===== src/rtl/dram_image_wr_ctrl.sv =====
// Packs a serial pixel stream into 10-lane single-cycle write bursts for the image DRAM.
// Define WR_CTRL_PINGPONG_EN to keep accepting pixels during the burst cycle (1 pixel/clk).
module dram_image_wr_ctrl #(
   parameter int FRAME_PIXELS = 64000,
   parameter int BASE_WORD    = 0,
   parameter int LANES        = 10
) (
   input  logic                  clk,
   input  logic                  rst_n,
   input  logic                  start,
   input  logic                  pix_valid,
   input  logic [15:0]           pix_data,
   output logic                  pix_ready,
   output logic                  ram_we,
   output logic [18*LANES-1:0]   ram_addr,
   output logic [16*LANES-1:0]   ram_wd,
   output logic                  busy,
   output logic                  frame_done
);

   localparam logic [1:0] S_IDLE  = 2'd0;
   localparam logic [1:0] S_FILL  = 2'd1;
   localparam logic [1:0] S_WRITE = 2'd2;
   localparam logic [1:0] S_DONE  = 2'd3;

   localparam logic [16:0] FRAME_W   = 17'(FRAME_PIXELS);
   localparam logic [16:0] BASE_W    = 17'(BASE_WORD);
   localparam logic [3:0]  LAST_LANE = 4'(LANES - 1);

   logic [1:0]  state;
   logic [3:0]  cnt;
   logic [16:0] wptr;
   logic [15:0] lane_buf [LANES];

   logic [16:0] wptr_sum;
   logic        frame_end;
   logic [16:0] eff_wptr;
   logic [3:0]  eff_cnt;
   logic        xfer;
   logic        grp_last;
   logic [18*LANES-1:0] nxt_addr;
   logic [16*LANES-1:0] nxt_wd;

   assign wptr_sum  = wptr + {13'd0, cnt};
   assign frame_end = (wptr_sum == FRAME_W);

   // During a burst the next group starts fresh at the advanced pointer
   always_comb begin
      eff_wptr = wptr;
      eff_cnt  = cnt;
      if (state == S_WRITE) begin
         eff_wptr = wptr_sum;
         eff_cnt  = 4'd0;
      end
   end

   always_comb begin
      pix_ready = 1'b0;
      unique case (1'b1)
         (state == S_FILL):  pix_ready = 1'b1;
`ifdef WR_CTRL_PINGPONG_EN
         (state == S_WRITE): pix_ready = !frame_end;
`else
         (state == S_WRITE): pix_ready = 1'b0;
`endif
         (state == S_IDLE):  pix_ready = 1'b0;
         (state == S_DONE):  pix_ready = 1'b0;
         default:            pix_ready = 1'b0;
      endcase
   end

   assign busy       = (state != S_IDLE);
   assign frame_done = (state == S_DONE);
   assign xfer       = pix_valid && pix_ready;

   assign grp_last = (eff_cnt == LAST_LANE) ||
                     ((eff_wptr + {13'd0, eff_cnt} + 17'd1) == FRAME_W);

   // Lanes past the last valid pixel repeat that pixel's address and data
   always_comb begin
      logic [15:0] aw;
      aw       = '0;
      nxt_addr = '0;
      nxt_wd   = '0;
      for (int k = 0; k < LANES; k++) begin
         if (4'(k) < eff_cnt) begin
            aw = 16'(BASE_W + eff_wptr + 17'(k));
            nxt_wd[16*k +: 16] = lane_buf[k];
         end else begin
            aw = 16'(BASE_W + eff_wptr + {13'd0, eff_cnt});
            nxt_wd[16*k +: 16] = pix_data;
         end
         nxt_addr[18*k +: 18] = {aw, 2'b00};
      end
   end

   always_ff @(posedge clk) begin
      if (xfer) begin
         lane_buf[eff_cnt] <= pix_data;
      end
   end

   always_ff @(posedge clk) begin
      if (!rst_n) begin
         state    <= S_IDLE;
         cnt      <= '0;
         wptr     <= '0;
         ram_we   <= 1'b0;
         ram_addr <= '0;
         ram_wd   <= '0;
      end else begin
         ram_we <= 1'b0;
         unique case (state)
            S_IDLE: begin
               if (start) begin
                  state <= S_FILL;
                  wptr  <= '0;
                  cnt   <= '0;
               end
            end
            S_FILL: begin
               if (xfer) begin
                  cnt <= cnt + 4'd1;
                  if (grp_last) begin
                     state    <= S_WRITE;
                     ram_we   <= 1'b1;
                     ram_addr <= nxt_addr;
                     ram_wd   <= nxt_wd;
                  end
               end
            end
            S_WRITE: begin
               wptr <= wptr_sum;
               if (xfer) begin
                  cnt <= 4'd1;
                  if (grp_last) begin
                     state    <= S_WRITE;
                     ram_we   <= 1'b1;
                     ram_addr <= nxt_addr;
                     ram_wd   <= nxt_wd;
                  end else begin
                     state <= S_FILL;
                  end
               end else begin
                  cnt   <= '0;
                  state <= frame_end ? S_DONE : S_FILL;
               end
            end
            S_DONE: begin
               state <= S_IDLE;
            end
            default: begin
               state <= S_IDLE;
            end
         endcase
      end
   end

endmodule


===== config.mk =====
export PLATFORM = sky130hd
export DESIGN_NAME = dram_image_wr_ctrl
export DESIGN_NICKNAME = d
export VERILOG_FILES = /design/src/rtl/dram_image_wr_ctrl.sv
export SDC_FILE = /design/constraint.sdc
export NUM_CORES = 1
export LEC_CHECK = 0
export ABC_AREA = 1
export ABC_CLOCK_PERIOD_IN_PS = 6400
export CAP_MARGIN = 30
export CORE_ASPECT_RATIO = 1.1
export CORE_MARGIN = 3
export CORE_UTILIZATION = 45
export CTS_CLUSTER_DIAMETER = 40
export DETAILED_ROUTE_END_ITERATION = 6
export GPL_ROUTABILITY_DRIVEN = 0
export PLACE_DENSITY_LB_ADDON = 0.1
export RECOVER_POWER = 100
export REMOVE_ABC_BUFFERS = 1
export SYNTH_ARGS = -nofsm -noshare
export SYNTH_HDL_FRONTEND = slang
export SYNTH_SLANG_ARGS = --single-unit

===== constraint.sdc =====
create_clock -name clk -period 6.4 [get_ports clk]
set_input_delay 1.6 -clock clk [delete_from_list [all_inputs] [get_ports clk]]
set_output_delay 1.6 -clock clk [all_outputs]
set_load 0.02 [all_outputs]

==> out/metrics.cfg, run 1 <==
[placed_design]
dp_hpwl_um=52200
postPlaceCellArea_sq_mm=0.0272
place_ws_ns=0.698
portBuffers=343
placed_cells=3744

[global_routing]
busiest_layer=met2
antenna_found_initial=0
met1_usage_pct=36.4
grt_pass1_wl_um=121000
grt_overflow=0
grt_start_max_net_pins=114
grt_use_total_pct=28.2
grt_use_met2_pct=46.9
grt_pass1_vias=20493
gr-usage-met3_pct=4.57

[cells_and_area]
drive_gt1_share_pct=6.42
nNetsFinal=3201
n_fill_cell=4537
fin_area_sq_mm=0.0294
num_antenna_cells=0
stdcell_count=3870
area_growth_syn_to_layout_pct=26.3

[floorplanning]
dieWidth_um=223
initial_core_util_pct=46.0
io_pins=364
die_y_um=245
core_sq_mm=0.0507
die_area_sq_mm=0.0546
rows=86

[yosys]
syn_area_per_cell_sq_um=8.06
synthFlopType=dfxtp_1
async_reset_ff_share_pct=0
synth_seq_area_share_pct=50.1
synth.distinct_cells=45
syn_inst=2894
synth_enable_flop_cells=160
synth_warnings=0
synth-seq-cells=504
syn_area_sq_mm=0.0233

[timing]
clock.fmax_mhz=166
grt_setup_unrepaired=false
hold_viol=0
period_share_pct=94.1
worst_hold_slack_ns=0.458
tns_ns=0
tightest_slew_ns=2.73
slew_viol_final=192
setup_ws_ns=0.380
setup_violations=0
slew_headroom_pct=-81.8
period_minus_slack_ns=6.02
finalClockSkew_ns=0.0277

[cts]
clockRootBuffer=clkbuf_16
cts_tree=done
cts_resized=0
cts-buffers-inserted=68
postCtsHoldBufs=0
h-tree-depth=3
cts_buffer_depth=3
cts.sink_count=504
cts_post_setup_buffers_inserted=0
clkTransAtPathRegs_ns=0.06
clk_latency_ns=0.62

[critical_path]
critPathArrivalTime_ns=6.21
required_ns=6.59
end_kind=flop
crit_type=flop to flop
crit_fanout=41
crit_path_start_kind=flop

[status]
outcome=finished, violations left
violations=max-capacitance violations, max-slew violations

[run]
drv_cap=8

[hold_path]
min_path_type=flop to flop

[power]
leakagePower_uw=0.0118
powerDensity_mw_per_mm2=270
ir_worst_vdd_mv=0.211

[detailed_routing]
viasPerCell=5.65
wire_per_inst_um=20.6
postRouteAntennaNets=0
first_pass_iters=7
wirelength_um=79900
drc_errors=0
route.vias.total=21880
first_iter_violations=2012

through the flow:
step	total power, uW	util [%]
after global placement	4020	53.6
after global routing	8180	58.1
after CTS	7990	58.3
after floorplan	3790	-
final	7940	58.1
after detailed placement	4050	53.6
kinds of logic (layout without fill, tap and decap cells):
family	after synthesis	in the layout	synth area share, %
buffers and inverters	360	657	6.76
DFF	504	504	50.1
adders and majority gates	27	27	1.51
xor gates and xnor gates	71	71	2.67
other	1	20	0.0161
AOI/OAI and AO/OA	769	769	18.8
and+or+nand+nor	1162	1162	20.1
power by group:
part	switching [uW]	leakage (uW)	internal [uW]
registers	13.7	0.00421	3330
logic	487	0.00643	152
clock network	1530	0.00117	2430
final cells by class:
| type | instances | area, sq um | area share (%) |
|---|---|---|---|
| Multi-Input combinational cell | 2049 | 10200 | 34.6 |
| Inverter | 145 | 549 | 1.87 |
| Clock buffer | 85 | 1890 | 6.41 |
| Sequential cell | 504 | 11700 | 39.7 |
| Tap cell | 660 | 826 | 2.80 |
| Clock inverter | 41 | 515 | 1.75 |
| Timing Repair Buffer | 386 | 3780 | 12.8 |
flip-flops by register name, indices dropped and copies added, names as in the netlist:
name	cells
ram_wd	160
ram_we	1
state	2
lane_buf	160
ram_addr	160
cnt	4
wptr	17
Yosys cell counts (10+ instances only):
cell type    n  share of area (%)
nand2_1    719                 12
dfxtp_1    344                 30
nor2_1     285                4.6
a21oi_1    284                6.1
o21ai_0    260                5.6
o211ai_1   193                6.2
edfxtp_1   160                 21
clkbuf_1   116                1.9
inv_1      111                1.8
nand3_1     92                2.0
xor2_1      65                2.4
buf_2       59                1.3
buf_4       30               0.97
ha_1        25                1.3
clkinv_1    20               0.32
nand4_1     20               0.54
o22ai_1     20               0.54
inv_2       14               0.23
nor3_1      12               0.26
nand2_2     10               0.27
worst max-delay path, cell delays in order (launching register included):
cell and delay [ns]:
dfxtp_1 0.38, inv_1 0.10, ha_1 0.21, clkbuf_2 0.49, nor2_1 0.39, clkbuf_1 1.11, inv_1 0.89, buf_4 0.53
nor4_1 0.22, clkbuf_1 1.22
layer usage:
| layer | vias up | routed length, um |
|---|---|---|
| li1 | 10308 | - |
| met4 | 0 | 3350 |
| met1 | 10268 | 31700 |
| met5 | - | 0 |
| met3 | 205 | 7000 |
| met2 | 1099 | 37900 |
worst paths after layout:
path | from | endpoint | slack, ns | depth (start not counted)
max | state[0]$_SDFFE_PN0P_ | lane_buf[8][3]$_DFFE_PP_ | 0.38 | 9
min | ram_addr[146]$_SDFFE_PN0P_ | ram_addr[146]$_SDFFE_PN0P_ | 0.46 | 2
max reg2reg | state[0]$_SDFFE_PN0P_ | lane_buf[8][3]$_DFFE_PP_ | 0.38 | 9
min reg2reg | ram_addr[146]$_SDFFE_PN0P_ | ram_addr[146]$_SDFFE_PN0P_ | 0.46 | 2
cell usage in the layout, fill, tap and decap left out, drive strengths merged, types with 98 or more instances in the layout:
| cell | count |
|---|---|
| nand2 | 731 |
| dfxtp | 344 |
| dlygate4sd3 | 341 |
| nor2 | 295 |
| a21oi | 285 |
| o21ai | 264 |
| o211ai | 193 |
| edfxtp | 160 |
| inv | 138 |
| clkbuf | 98 |
Note: power is estimated with default switching activity, not from simulation.
==> run 2: changes to the inputs <==
--- a/config.mk
+++ b/config.mk
@@ -6,11 +6,11 @@
 export NUM_CORES = 1
 export LEC_CHECK = 0
 export ABC_AREA = 1
-export ABC_CLOCK_PERIOD_IN_PS = 6400
+export ABC_CLOCK_PERIOD_IN_PS = 6100
 export CAP_MARGIN = 30
 export CORE_ASPECT_RATIO = 1.1
 export CORE_MARGIN = 3
-export CORE_UTILIZATION = 45
+export CORE_UTILIZATION = 54
 export CTS_CLUSTER_DIAMETER = 40
 export DETAILED_ROUTE_END_ITERATION = 6
 export GPL_ROUTABILITY_DRIVEN = 0
==> constraint.sdc (replaced) <==
create_clock -name clk -period 6.1 [get_ports clk]
set_input_delay 1.525 -clock clk [delete_from_list [all_inputs] [get_ports clk]]
set_output_delay 1.525 -clock clk [all_outputs]
set_load 0.02 [all_outputs]
==> run 2 against run 1 <==
The flow finishes with violations (design-rule violations, max-capacitance violations, max-slew violations). Count of clock-buffer cells in the layout shrank 4. Global-route usage grew 4.3 points. Critical path depth is 1 lower. Final area fell by 1.9%. Sequential share of layout area is 0.77 points higher. Clock power is 11% lower. Core utilization up 9.9 points. Final cell count fell by 2.8%. Die area fell by 16%. Combinational power up 5.9%. Clock skew increased by 0.0047 ns. Worst setup slack lost 0.17 ns. Largest cell class unchanged.
==> out/metrics.cfg, run 2 (synthesis results as in run 1) <==
[timing]
finalClockSkew_ns=0.0324  ; was 0.0277 ns
slew_viol_final=231  ; was 192
clock.fmax_mhz=170  ; was 166 MHz
period_share_pct=96.6  ; was 94.1%
slew_headroom_pct=-96.9  ; was -81.8%
period_minus_slack_ns=5.89  ; was 6.02 ns
tightest_slew_ns=2.95  ; was 2.73 ns
grt_setup_unrepaired=false  ; unchanged
setup_violations=0  ; unchanged
hold_viol=0  ; unchanged

[detailed_routing]
wire_per_inst_um=20.5  ; was 20.6 um
first_pass_iters=7  ; unchanged
postRouteAntennaNets=0  ; unchanged
wl_met3_um=7720  ; was 7000 um
drc_errors=1  ; was 0
wl_met2_um=35400  ; was 37900 um
wirelength_um=77000  ; was 79900 um
wl_met1_um=29600  ; was 31700 um
first_iter_violations=2263  ; was 2012
route.vias.total=21957  ; was 21880
highest_layer=met5  ; was met4
viasPerCell=5.84  ; was 5.65

[cts]
cts_tree=done  ; unchanged
cts_resized=0  ; unchanged
cts-buffers-inserted=55  ; was 68
clkTransAtPathRegs_ns=0.06  ; about the same
clk_latency_ns=0.63  ; was 0.62 ns
cts_post_setup_buffers_inserted=0  ; unchanged
cts_buffer_depth=3  ; unchanged
cts.sink_count=504  ; unchanged
h-tree-depth=2  ; was 3
postCtsHoldBufs=0  ; unchanged
clockRootBuffer=clkbuf_16  ; unchanged

[floorplanning]
dieWidth_um=204  ; was 223 um
rows=79  ; was 86
io_pins=364  ; unchanged
initial_core_util_pct=54.9  ; was 46.0%
core_sq_mm=0.0425  ; was 0.0507 sq mm
die_area_sq_mm=0.0457  ; was 0.0546 sq mm
die_y_um=224  ; was 245 um

[critical_path]
max_stage_delay_ns=1.20  ; was 1.22 ns
crit_type=flop to flop  ; unchanged
crit_path_start_kind=flop  ; unchanged
slowest_stage=clkbuf_1  ; unchanged
crit_family=buffers and inverters  ; unchanged
critPathArrivalTime_ns=6.11  ; was 6.21 ns
end_kind=flop  ; unchanged
worstPathCellList=inv_1 > ha_1 > nor2_1 > clkbuf_1 > inv_1 > clkbuf_2 > nor4_1 > clkbuf_1  ; was inv_1 > ha_1 > clkbuf_2 > nor2_1 > clkbuf_1 > inv_1 > buf_4 > nor4_1 > clkbuf_1
crit_fanout=34  ; was 41
worst-path-buf-inv=5  ; was 6
required_ns=6.32  ; was 6.59 ns

[global_routing]
grt_overflow=0  ; unchanged
grt_pass1_vias=21128  ; was 20493
grt_start_max_net_pins=126  ; was 114
antenna_found_initial=2  ; was 0
grt_use_total_pct=32.5  ; was 28.2%
grt_pass1_wl_um=117000  ; was 121000 um

[cells_and_area]
final_util_pct=68.0  ; was 58.1%
area_growth_syn_to_layout_pct=23.9  ; was 26.3%
reg.largest.list=lane_buf x160, ram_addr x160, ram_wd x160  ; unchanged
drive_gt1_share_pct=5.80  ; was 6.42%
final_cell_mix=nand2_1, dfxtp_1, dlygate4sd3_1  ; unchanged
nNetsFinal=3192  ; was 3201
layout_commonest_cell=nand2_1  ; unchanged
n_fill_cell=3531  ; was 4537

[power]
powerDensity_mw_per_mm2=267  ; was 270 mW/mm^2
power_uw=7700  ; was 7940 uW
leakagePower_uw=0.0116  ; was 0.0118 uW
ir_worst_vdd_mv=0.231  ; was 0.211 mV

[placed_design]
portBuffers=343  ; unchanged
dp_hpwl_um=49800  ; was 52200 um

[status]
outcome=finished, violations left  ; unchanged
violations=design-rule violations, max-capacitance violations, max-slew violations  ; was max-capacitance violations, max-slew violations

[hold_path]
min_path_type=flop to flop  ; unchanged

[run]
drv_cap=9  ; was 8

## run 2: final timing paths
| check | depth (start not counted) | start | end | slack, ns |
|---|---|---|---|---|
| worst min register to register | 2 | ram_wd[63]$_SDFFE_PN0P_ | ram_wd[63]$_SDFFE_PN0P_ | 0.46 |
| worst min-delay path | 2 | ram_wd[63]$_SDFFE_PN0P_ | ram_wd[63]$_SDFFE_PN0P_ | 0.46 |
| worst max-delay path | 8 | state[0]$_SDFFE_PN0P_ | lane_buf[8][12]$_DFFE_PP_ | 0.21 |
| worst max register to register | 8 | state[0]$_SDFFE_PN0P_ | lane_buf[8][12]$_DFFE_PP_ | 0.21 |
## run 2: layer usage
metal / vias to the layer above / GRT usage, %
met3: 268 / 6.96
met5: - / 0
met1: 10152 / 41.8
met4: 2 / 16.6
li1: 10268 / -
met2: 1267 / 51.8
## run 2: layout make-up
type / instances / area (sq um) / share of cell area [%]
flip-flops and latches: 504 / 11700 / 40.5
repair buffers: 390 / 3770 / 13.1
well taps: 567 / 709 / 2.46
inverters: 145 / 546 / 1.89
clock inverters: 23 / 357 / 1.23
clock buffers: 81 / 1620 / 5.60
diodes: 1 / 2.50 / 0.00866
multi-input cells: 2049 / 10200 / 35.3
## run 2: through the flow
stage / worst slack (ns) / hold WS [ns] / setup TNS, ns / instance area [sq um] / std cells
after floorplan: -6.00 / 0.458 / -1870.05 / 22400 / 2698
after global placement: 0.818 / 0.452 / 0 / 27000 / 3653
after detailed placement: 0.633 / 0.458 / 0 / 27000 / 3655
after CTS: 0.588 / 0.467 / 0 / 29000 / 3759
after global routing: 0.0726 / 0.478 / 0 / 28900 / 3759
final: 0.205 / 0.464 / 0 / 28900 / 3760
## run 2: power by group
group | internal (uW) | leakage, uW | switching [uW]
logic | 163 | 0.00643 | 514
registers | 3490 | 0.00421 | 15.0
clock network | 2090 | 0.000962 | 1430
## run 2: tightest hold or removal path: cells and delay by family, from the launching register on
family | cells | cell delay (ns)
flip-flops | 1 | 0.31
AO/OA/AOI/OAI | 1 | 0.05
AND/OR/NAND/NOR | 1 | 0.06
==> patch 1 (settings of run 1) <==
`LANES`: 10 -> 9.
--- a/src/rtl/dram_image_wr_ctrl.sv
+++ b/src/rtl/dram_image_wr_ctrl.sv
@@ -5,3 +5,3 @@
    parameter int BASE_WORD    = 0,
-   parameter int LANES        = 10
+   parameter int LANES        = 9
 ) (
Interface: changed (resized ram_addr and ram_wd); port bits go from 364 to 330. No check against the original RTL was run, so the function may have changed too.
==> patch 1 against run 1 <==
First-iteration DRC count down 14%; final cell count down 9.1%; synthesized area shrank 9.1%; critical path depth up 4; largest cell class unchanged; the run still ends with max-capacitance violations, max-slew violations left; sequential cell count decreased by 48; critical path type unchanged; routed wire length is 8.3% lower; largest power group unchanged; worst setup slack got worse by 0.076 ns; final area fell by 9.8%; total power is 12% lower.
==> patch 1: results (changes against run 1) <==
* Status: finished with violations (unchanged)
* Violated checks: max-capacitance violations, max-slew violations (unchanged)
* Reg2Reg Depth at 13 (was 9)
* Largest regs: lane_buf x144, ram_addr x144, ram_wd x144 (was lane_buf x160, ram_addr x160, ram_wd x160)
* Register area share after synthesis at 49.9% (was 50.1%)
* Met3 WL at 6340 µm (was 7000 µm)
* Synth Area in Adders at 1.55% (was 1.51%)
* Max_cap viols at 7 (was 8)
* Setup slack after placement at 0.459 ns (was 0.698 ns)
* Routed len/inst at 20.8 µm (was 20.6 µm)
* IO buf count at 311 (was 343)
* Initial antenna violation count at 2 (was 0)
* Leakage at 10.9 nW (was 11.8 nW)
* Final Max Slew Viols at 143 (was 192)
* Final hold slack at 0.460 ns (was 0.458 ns)
* Initial DRC count at 1735 (was 2012)
* Area fraction in compound gates after synthesis at 19.0% (was 18.8%)
* CTS H-tree lvls at 2 (was 3)
* Share of post-route cells with drive strength above 1 at 6.28% (was 6.42%)
* Hold path startpoint: ram_wd[33] (was ram_addr[146])
* Peak supply drop at 277 µV (was 211 µV)
* Clk_skew at 0.0156 ns (was 0.0277 ns)
* GRT met1 Usage at 36.5% (was 36.4%)
* Hpwl dp at 46800 µm (was 52200 µm)
* FF-to-FF setup slack at 0.30 ns (was 0.38 ns)
## patch 1: worst max-delay path, delay by kind of cell (launching register included)
family | cells | cell delay, ns
buffers and inverters | 5 | 3.06
AND/OR/NAND/NOR | 5 | 2.12
flip-flops | 1 | 0.34
AO/OA/AOI/OAI | 2 | 0.23
adder cells (fa/ha/maj) | 1 | 0.18
## patch 1: worst max path at each step
stage	from	to	slack [ns]
detailed placement	cnt[2]	ram_addr[117]	0.46
floorplan	state[0]	ram_addr[137]	-5.95
finish	state[0]	ram_wd[1]	0.30
CTS	cnt[2]	ram_addr[117]	0.45
global placement	cnt[2]	ram_addr[117]	0.52
global route	cnt[2]	ram_addr[52]	0.08
## patch 1: stage by stage
| stage | setup TNS (ns) | utilization [%] | std cells |
|---|---|---|---|
| after floorplan | -1530.12 | - | 2470 |
| after global placement | 0 | 53.3 | 3404 |
| after detailed placement | 0 | 53.4 | 3406 |
| after CTS | 0 | 57.7 | 3517 |
| after global routing | 0 | 57.7 | 3518 |
| final | 0 | 57.7 | 3519 |
## patch 1: where the power goes
part	internal (mW)	total (mW)	switching (mW)
Combinational	0.157	0.676	0.518
Clock	1.95	3.30	1.35
Sequential	3.01	3.02	0.0121
Total	5.12	7.00	1.88
## patch 1: area by class of cell
| class | count | share of cell area, % |
|---|---|---|
| Antenna cell | 1 | 0.00942 |
| Tap cell | 588 | 2.77 |
| Sequential cell | 456 | 39.8 |
| Inverter | 139 | 2.00 |
| Timing Repair Buffer | 349 | 12.9 |
| Clock inverter | 41 | 1.58 |
| Multi-Input combinational cell | 1875 | 35.1 |
| Clock buffer | 70 | 5.91 |
## patch 1: logic make-up (layout without fill, tap and decap cells)
group,after synthesis,after routing
simple gates,1061,1061
compound gates,707,707
flops,456,456
buf+inv,322,599
xor+xnor,64,64
fa+ha+maj,25,25
other cells,1,19
==> patch 2 (config.mk and constraints of run 1) <==
Without the edit above. Make the reset (`rst_n`) asynchronous in one clocked block.
--- a/src/rtl/dram_image_wr_ctrl.sv
+++ b/src/rtl/dram_image_wr_ctrl.sv
@@ -102,3 +102,3 @@
 
-   always_ff @(posedge clk) begin
+   always_ff @(posedge clk or negedge rst_n) begin
       if (!rst_n) begin
Check against the original RTL: differs if rst_n is asserted again (counterexample within 4 cycles, from zero or initial values and one cycle with rst_n low); with rst_n held inactive, the same outputs for 4 cycles.
==> patch 2 against run 1 <==
Sequential cell count stayed put; first-iteration DRC count shrank 9.8%; sequential share of layout area rose by 4.3 points; the run still ends with max-capacitance violations, max-slew violations left; worst setup slack improved by 0.030 ns; via count down 4.2%; fmax up 0.50%; critical path type unchanged; routed wire length increased by 2.4%; worst hold slack better by 0.017 ns; synthesized area is 3.3% higher; synthesized cell count shrank 6.4%; final area is 3.5% higher.
Power is not compared: it rests on default switching activity, and its combinational part moved more than twofold at a synthesized area within 25%.
==> patch 2: results (changes against run 1) <==
* M2 GR Usage at 46.6% (was 46.9%)
* Share of post-route cells with drive strength above 1 at 7.74% (was 6.42%)
* Wire length on met2 at 38500 µm (was 37900 µm)
* Reg2Reg Depth at 16 (was 9)
* Setup slack after placement at 0.743 ns (was 0.698 ns)
* Total Nets Final at 3073 (was 3201)
* Met3 WL at 7440 µm (was 7000 µm)
* First-pass GRT wire length at 124000 µm (was 121000 µm)
* Register area share after synthesis at 55.7% (was 50.1%)
* Violated checks: max-capacitance violations, max-slew violations (unchanged)
* Final Max Slew Viols at 160 (was 192)
* Post-Route WL at 81800 µm (was 79900 µm)
* Slowest cell on the critical path: inv_1 (was clkbuf_1)
* Max_cap viols at 5 (was 8)
* Most common library cells after synthesis: nand2_1 (799), nor2_1 (362), dfrtp_1 (344) (was nand2_1 (719), dfxtp_1 (344), nor2_1 (285))
* Fillers at 4627 (was 4537)
* Crit path max fanout at 37 (was 41)
* Synth Area in Adders at 1.47% (was 1.51%)
* Total CTS buffers at 77 (was 68)
* Metal-1 WL at 31800 µm (was 31700 µm)
* Hpwl dp at 56200 µm (was 52200 µm)
* Status: finished with violations (unchanged)
* GRT met1 Usage at 36.0% (was 36.4%)
* Yosys cell types at 48 (was 45)
* Met3 Resource Use GR at 7.73% (was 4.57%)
* Xor-xnor portion of the synthesized cell area at 3.38% (was 2.67%)
* R2R Path Start: state[0] (unchanged)
* Crit path time final at 5.99 ns (was 6.02 ns)
* Critical path arrival at 6.51 ns (was 6.21 ns)
* DR vias/cell at 5.57 (was 5.65)
* Hold path startpoint: ram_addr[120] (was ram_addr[146])
* Largest net degree at the start of global routing at 120 (was 114)
* Gr usage total at 28.8% (was 28.2%)
patch 2: changes by cell type after synthesis, moves of 21 or more:
cell / run 1 / this run
dfrtp_1: 0 / 344
dfxtp_1: 344 / 0
a21oi_1: 284 / 27
a31oi_1: 3 / 253
o211ai_1: 193 / 2
o21ai_0: 260 / 157
nand2_1: 719 / 799
nor2_1: 285 / 362
clkbuf_1: 116 / 69
buf_2: 59 / 34
buf_4: 30 / 51
xor2_1: 65 / 86
patch 2: cell type report:
| class | instances | area, µm² | share of cell area [%] |
|---|---|---|---|
| clock buffer | 88 | 2040 | 6.69 |
| clock inverter | 53 | 564 | 1.85 |
| inverter | 119 | 449 | 1.47 |
| multi-input combinational | 1919 | 9290 | 30.5 |
| sequential | 504 | 13400 | 44.0 |
| tap | 675 | 845 | 2.77 |
| timing repair buffer | 405 | 3880 | 12.7 |
